### config.mk
export PLATFORM = sky130hd
export DESIGN_NAME = gp_count_adv_n
export DESIGN_NICKNAME = d
export VERILOG_FILES = /design/src/rtl/gp_count_adv_n.sv
export SDC_FILE = /design/constraint.sdc
export NUM_CORES = 1
export LEC_CHECK = 0
export ABC_AREA = 1
export ABC_CLOCK_PERIOD_IN_PS = 2100
export BUFFER_PORTS_ARGS = -buffer_cell sky130_fd_sc_hd__buf_2
export CAP_MARGIN = 20
export CORE_UTILIZATION = 45
export CTS_CLUSTER_SIZE = 28
export DETAILED_ROUTE_END_ITERATION = 10
export PLACE_DENSITY = 0.73
export SYNTH_ARGS = -nofsm -noshare
export SYNTH_HDL_FRONTEND = slang
export SYNTH_SLANG_ARGS = --single-unit
### constraint.sdc
create_clock -name CLK -period 2.1 [get_ports CLK]
set_input_delay 0.315 -clock CLK [delete_from_list [all_inputs] [get_ports CLK]]
set_output_delay 0.315 -clock CLK [all_outputs]
set_load 0.03 [all_outputs]
### src/rtl/gp_count_adv_n.sv
// gp_count_adv_n: parametrised up/down counter cell with prescaler,
// reload-on-terminal-count and optional one-shot halt.
//
// Ports:
//   CLK   in   counter clock, rising edge
//   RST   in   async active-high reset, level-sensitive
//   UP    in   1: count up, 0: count down (taken at the tick edge)
//   KEEP  in   1: freeze counter and prescaler
//   OUT   out  terminal-count flag (combinational)
//   POUT  out  low POUT_WIDTH bits of the count
module gp_count_adv_n #(
  parameter int    WIDTH        = 14,
  parameter int    COUNT_TO     = 1,
  parameter int    CLKIN_DIVIDE = 1,
  parameter string RESET_VALUE  = "ZERO",
  parameter int    ONESHOT      = 0,
  parameter int    POUT_WIDTH   = 8
) (
  input  logic                  CLK,
  input  logic                  RST,
  input  logic                  UP,
  input  logic                  KEEP,
  output logic                  OUT,
  output logic [POUT_WIDTH-1:0] POUT
);

  localparam bit RV_IS_ZERO = (RESET_VALUE == "ZERO");
  localparam bit RV_IS_CT   = (RESET_VALUE == "COUNT_TO");
  localparam bit OS         = (ONESHOT != 0);

  generate
    if (WIDTH < 2 || WIDTH > 16) begin : g_bad_width
      $error("gp_count_adv_n: WIDTH must be 2..16");
    end
    if (COUNT_TO < 0 || COUNT_TO >= (1 << WIDTH)) begin : g_bad_ct
      $error("gp_count_adv_n: COUNT_TO out of range");
    end
    if (CLKIN_DIVIDE < 1 || CLKIN_DIVIDE > 256) begin : g_bad_div
      $error("gp_count_adv_n: CLKIN_DIVIDE must be 1..256");
    end
    if (POUT_WIDTH < 1 || POUT_WIDTH > WIDTH) begin : g_bad_pw
      $error("gp_count_adv_n: POUT_WIDTH must be 1..WIDTH");
    end
    if (!RV_IS_ZERO && !RV_IS_CT) begin : g_bad_rv
      $error("gp_count_adv_n: RESET_VALUE must be ZERO or COUNT_TO");
    end
  endgenerate

  localparam logic [WIDTH-1:0] CT  = WIDTH'(COUNT_TO);
  localparam logic [WIDTH-1:0] TOP = {WIDTH{1'b1}};
  localparam logic [WIDTH-1:0] RV  = RV_IS_CT ? CT : '0;
  localparam logic [7:0]       DM1 = 8'(CLKIN_DIVIDE - 1);

  typedef enum logic {
    ST_RUN,
    ST_HALT
  } state_t;

  state_t           state_q, state_d;
  logic [WIDTH-1:0] count_q, count_d;
  logic [7:0]       pdiv_q, pdiv_d;

  logic halted;
  logic at_top;
  logic at_zero;
  logic term;
  logic tick;

  assign halted  = (state_q == ST_HALT);
  assign at_top  = (count_q == TOP);
  assign at_zero = (count_q == '0);
  // Terminal test in the current direction; also gates the
  // reload so the modulo wrap is never taken.
  assign term    = UP ? at_top : at_zero;
  assign tick    = (pdiv_q == DM1) & ~KEEP & ~halted;

  always_ff @(posedge CLK or posedge RST) begin
    if (RST) begin
      state_q <= ST_RUN;
      count_q <= RV;
      pdiv_q  <= '0;
    end else begin
      state_q <= state_d;
      count_q <= count_d;
      pdiv_q  <= pdiv_d;
    end
  end

  always_comb begin
    state_d = state_q;
    count_d = count_q;
    pdiv_d  = pdiv_q;
    if (!KEEP && !halted) begin
      pdiv_d = tick ? 8'd0 : pdiv_q + 8'd1;
    end
    if (tick) begin
      if (term) begin
        if (OS) begin
          state_d = ST_HALT;
        end else begin
          count_d = CT;
        end
      end else if (UP) begin
        count_d = count_q + 1'b1;
      end else begin
        count_d = count_q - 1'b1;
      end
    end
  end

  // Once halted the flag is sticky regardless of UP.
  assign OUT  = halted | term;
  assign POUT = count_q[POUT_WIDTH-1:0];

endmodule

==> Word-level counts from Yosys, hierarchy flattened <==
Index checks and enable logic that the tools add are counted.
{ "word_totals": {"output_inout_bits": 9, "latch_bits": 0, "n_memories": 0, "mem_bits_ro": 0, "elab_cells": 14, "mem_bits_rw": 0, "ff_bits": 22} }
{ "classes": {"n_reduce_logical": 2, "n_eq_ne": 1, "addsub": 3, "mux": 4, "n_div": 0, "shifts": 0, "multipliers": 0, "n_bitwise": 2, "n_lt_le_gt_ge": 0} }
{ "ops": {"columns": ["cell", "count"], "rows": [
  ["$mux 14", 2],
  ["$add 14x1->14 const B", 1],
  ["$eq 14x14->1 const B", 1],
  ["$logic_not 14->1", 1],
  ["$sub 14x1->14 const B", 1],
  ["$add 8x1->8 const B", 1],
  ["$logic_not 8->1", 1],
  ["$mux 8", 1],
  ["$and 1x1->1", 1],
  ["$mux 1", 1],
  ["$not 1->1", 1]
]} }

==> Logic depth before layout (Yosys ltp) <==
{ "depth": {"ltp_word": 3, "mapped_depth": 11} }

==> Least setup slack after synthesis <==
Ideal clock, no wire load.
{ "synth_path": {"path_type": "input to register", "start": "input UP", "end": "register count_q[13]", "cell_stages": 9, "n_path_buf": 0, "arrival_time_ps": 1631, "setup_ps": 117, "setup_slack_ps": 352, "cell_sequence": "inv_1 > ha_1 > or2_2 > nand3_1 > nand2_1 > nand2_1 > nand3_1 > nand3_1 > nand2_1"} }
{ "synth_between": {"elab_chain_len": 2, "word_cells_on_any_way": 3, "cone_classes": "mux: 3"} }
{ "synth_rtl": {"columns": ["element", "line_no", "text"], "rows": [
  ["start, declared", "21", "input logic UP,"],
  ["$mux 14 or $mux 1 (tied branches)", "103, 74", null],
  ["$mux 14 (*)", "97", "if (term) begin"],
  ["end signal, assigned", "84", "count_q <= count_d;"],
  ["end, declared", "60", "logic [WIDTH-1:0] count_q, count_d;"]
]} }
Every way passes the cells marked *; elsewhere a longest branch is shown, timed or not.
A chain may end at the register's enable or synchronous reset.

==> Worst setup path after layout <==
{ "layout_path": {"start": "register count_q[0]", "end": "output OUT"} }
{ "layout_between": {"elab_chain_len": 2, "word_cells_on_any_way": 3, "cone_classes": "eq/ne: 1; mux: 1; reduce/logical: 1"} }
{ "layout_rtl": {"columns": ["element", "line_no", "text"], "rows": [
  ["$eq 14x14->1 or $logic_not 14->1 (tied branches)", "70, 71", null],
  ["$mux 1 (*)", "74", "assign term = UP ? at_top : at_zero;"],
  ["end, declared", "23", "output logic OUT,"]
]} }
Marked as above.

==> results by group <==
Outcome
  • Status: completed

Placed design
  • # port buffers: 12
  • DPL Wire Length: 3194 um
  • Dpl ws: 0.1001 ns
  • Dpl cell area: 1936 um^2
  • Dpl cells: 334
  • Routability Congestion: 0.8890

Worst setup path
  • Startpoint types: flip-flop
  • Most frequent cell on the critical path: nand2_1
  • Required time of the worst setup path: 1.78 ns
  • Max FO, Critical Path: 7
  • Slowest stage cell, crit path: dfrtp_1
  • Arrival time at the worst endpoint: 1.47 ns
  • Delay of the slowest critical-path stage: 0.42 ns
  • Critical path, cell by cell: buf_4 > nor2_1 > nand2_1 > nor2_1 > nand2_1 > nand2_1 > buf_2
  • Worst setup EP type: output pin
  • Reg-to-reg critical path startpoint: count_q[1]
  • Worst setup path start: count_q[0]
  • Crit path kind: reg -> out

Global routing
  • Largest net degree at the start of global routing: 17
  • Initial antenna violation count: 0
  • Vias in the first global route: 1479
  • First-pass GRT wire length: 6465 um
  • Total GRT Usage: 19.16%
  • Global route overflow: 0

Power and ir drop
  • Internal power: 1.033 mW
  • Reg power frac: 35.0%
  • Gate power share: 48.7%
  • Power density cells: 928.2 nW/um^2
  • Static leakage: 1.152 nW
  • Net Sw Frac: 44.10%
  • Power share of the clock group: 16.3%
  • VDD IR max: 0.2662 mV
  • Sw power: 0.8148 mW

Worst hold path
  • Hold Crit Class: in -> async

Clock network
  • CTS tree: built
  • Post-CTS Setup Bufs: 0
  • Clock H-tree levels: 1
  • Clk sinks: 22
  • Clock transition at the registers of the reported paths: 0.08 ns
  • Root buffer cell: clkbuf_8
  • CTS max path bufs: 2
  • PostCTS Resize Cnt: 0
  • Cts bufs inserted: 3
  • # hold bufs at CTS: 0
  • Worst-skew pair later-pin latency: 0.26 ns

Logic synthesis
  • Syn Inst Count: 278
  • Synth unique cells: 25
  • Post-synth top flop: dfrtp_1
  • Synth Area in Simple Gates: 36.09%
  • FFs w/ async S/R, synth: 100.0%
  • Most common cell in the netlist: nand2_1
  • Dominant combinational cell family by area after synthesis: simple AND/OR/NAND/NOR gates
  • Number of synthesized flops with an enable pin: 0
  • Yosys top cell by area: dfrtp_1
  • Mux cell area share after synthesis: 0%
  • Compound-Gate Fraction of Synth Area: 5.914%
  • Sequential share of the synthesized area: 29.57%
  • Post-synthesis adder-cell area fraction: 10.48%
  • Yosys warnings: 0
  • Area contributors post-synth: dfrtp_1 30%, nand2_1 20%, ha_1 9.4%, inv_1 8.3%, nand3_1 5.4%
  • Post-Syn Nets: 297
  • Post-synth top cells: 98 x nand2_1, 41 x inv_1, 25 x nor2_1
  • Synth Cell Area: 1862 um^2
  • #FFs+latches synth: 22
  • Average size of a mapped cell: 6.697 um^2
  • Yosys top cell area share: 29.57%
  • XOR/XNOR share of the synthesized area: 5.175%

Detailed routing
  • Total Routed Length: 3909 um
  • DRC: 0
  • 1st-iter DRT viols: 136
  • DR vias: 1686
  • Wire length per cell: 11.57 um
  • DR pass1 iterations: 4
  • ANT nets after route: 0
  • Vias/cell: 4.988

Final layout
  • Antenna Cells: 0
  • P&R area growth vs syn: 6.922%
  • Fin cells: 338
  • # nets final: 308
  • Post-route cell area: 1991 um^2
  • Share of cells above drive strength 1: 9.375%

Die
  • Die height: 66.32 um
  • Initial Utilization: 46.54%
  • DIE AREA: 4398 um^2
  • Die X: 66.32 um
  • I/O pin count: 13
  • Core Region: 4000 um^2
  • Row Count: 23

STA
  • Final hold viol count: 0
  • Setup TNS Final: 0 ns
  • Minimum clock period: 1.787 ns
  • WHS: 0.09791 ns
  • Post-route clock period utilization: 85.11%
  • Worst setup margin: 0.3127 ns
  • Slew HR: 61.90%
  • Layout Skew: 0.001973 ns
  • Unrepaired setup endpoints after global routing: no
  • Pins Over Slew Limit: 0
  • Final Setup Violations: 0
  • Fmax: 559.5 MHz
  • Slew at the pin with the worst max-slew slack: 0.5708 ns

Job
  • MaxCap Viol Count: 0
worst max-delay path: cells and delay by family, from the launching register on:
kind | cells | cell delay (ns)
simple gates | 5 | 0.43
buf+inv | 2 | 0.37
flops | 1 | 0.42
registers in the layout, indices dropped and copies added (netlist names):
signal,cells
count_q,14
pdiv_q,8
layout by cell type, fill, tap and decap left out, types with 2 or more instances in the layout:
cell type,n
inv_1,41
nand4_1,6
dfrtp_1,22
buf_2,12
nand2_1,98
xnor2_1,8
o21ai_0,8
nor2_1,25
xor2_1,3
buf_4,3
nand3_1,20
a21oi_1,9
o21ai_1,2
ha_1,14
clkbuf_8,4
nor3_1,2
or2_2,2
kinds of logic (layout without fill, tap and decap cells):
family          count (synthesis)  count (layout)
flops                          22              22
buf+inv                        52              62
compound gates                 21              21
xor+xnor                       11              11
fa+ha+maj                      15              15
simple gates                  157             157
final cells by class:
class / instances / area (um^2)
inverters: 43 / 166.4
multi-input cells: 204 / 1074
fillers: 414 / 2009
flip-flops and latches: 22 / 550.5
repair buffers: 15 / 82.58
clock buffers: 4 / 55.05
well taps: 50 / 62.56
through the flow:
| step | util (%) | total power, mW |
|---|---|---|
| after floorplan | - | 1.374 |
| final | 49.77 | 1.848 |
| after CTS | 49.77 | 1.853 |
| after global routing | 49.77 | 2.012 |
| after global placement | 48.39 | 1.532 |
| after detailed placement | 48.39 | 1.553 |
routing by layer:
layer	vias up	track usage (%)	part of all wire (%)
met5	-	0	0
met4	0	5.585	1.1
met3	4	1.552	3.0
met2	29	30.87	44
met1	764	27.01	52
li1	889	-	-
power groups by stage:
stage	combinational, mW	clock (mW)	sequential (mW)
finish	0.901	0.301	0.646
global route	1.03	0.322	0.663
CTS	0.902	0.305	0.646
global placement	0.882	0	0.650
floorplan	0.740	0	0.635
detailed placement	0.899	0	0.654
worst paths after layout:
check                      slack (ns)  depth (start not counted)    endpoint
setup / recovery                 0.31                          7         OUT
hold / removal                    0.1                          2  count_q[8]
setup reg to reg                 0.31                          8  count_q[6]
hold reg to reg                  0.48                          1   pdiv_q[7]
max in group asynchronous        1.48                          3  count_q[9]
min in group CLK                 0.36                          3   pdiv_q[0]
No activity file was read; power rests on OpenSTA's default activity.
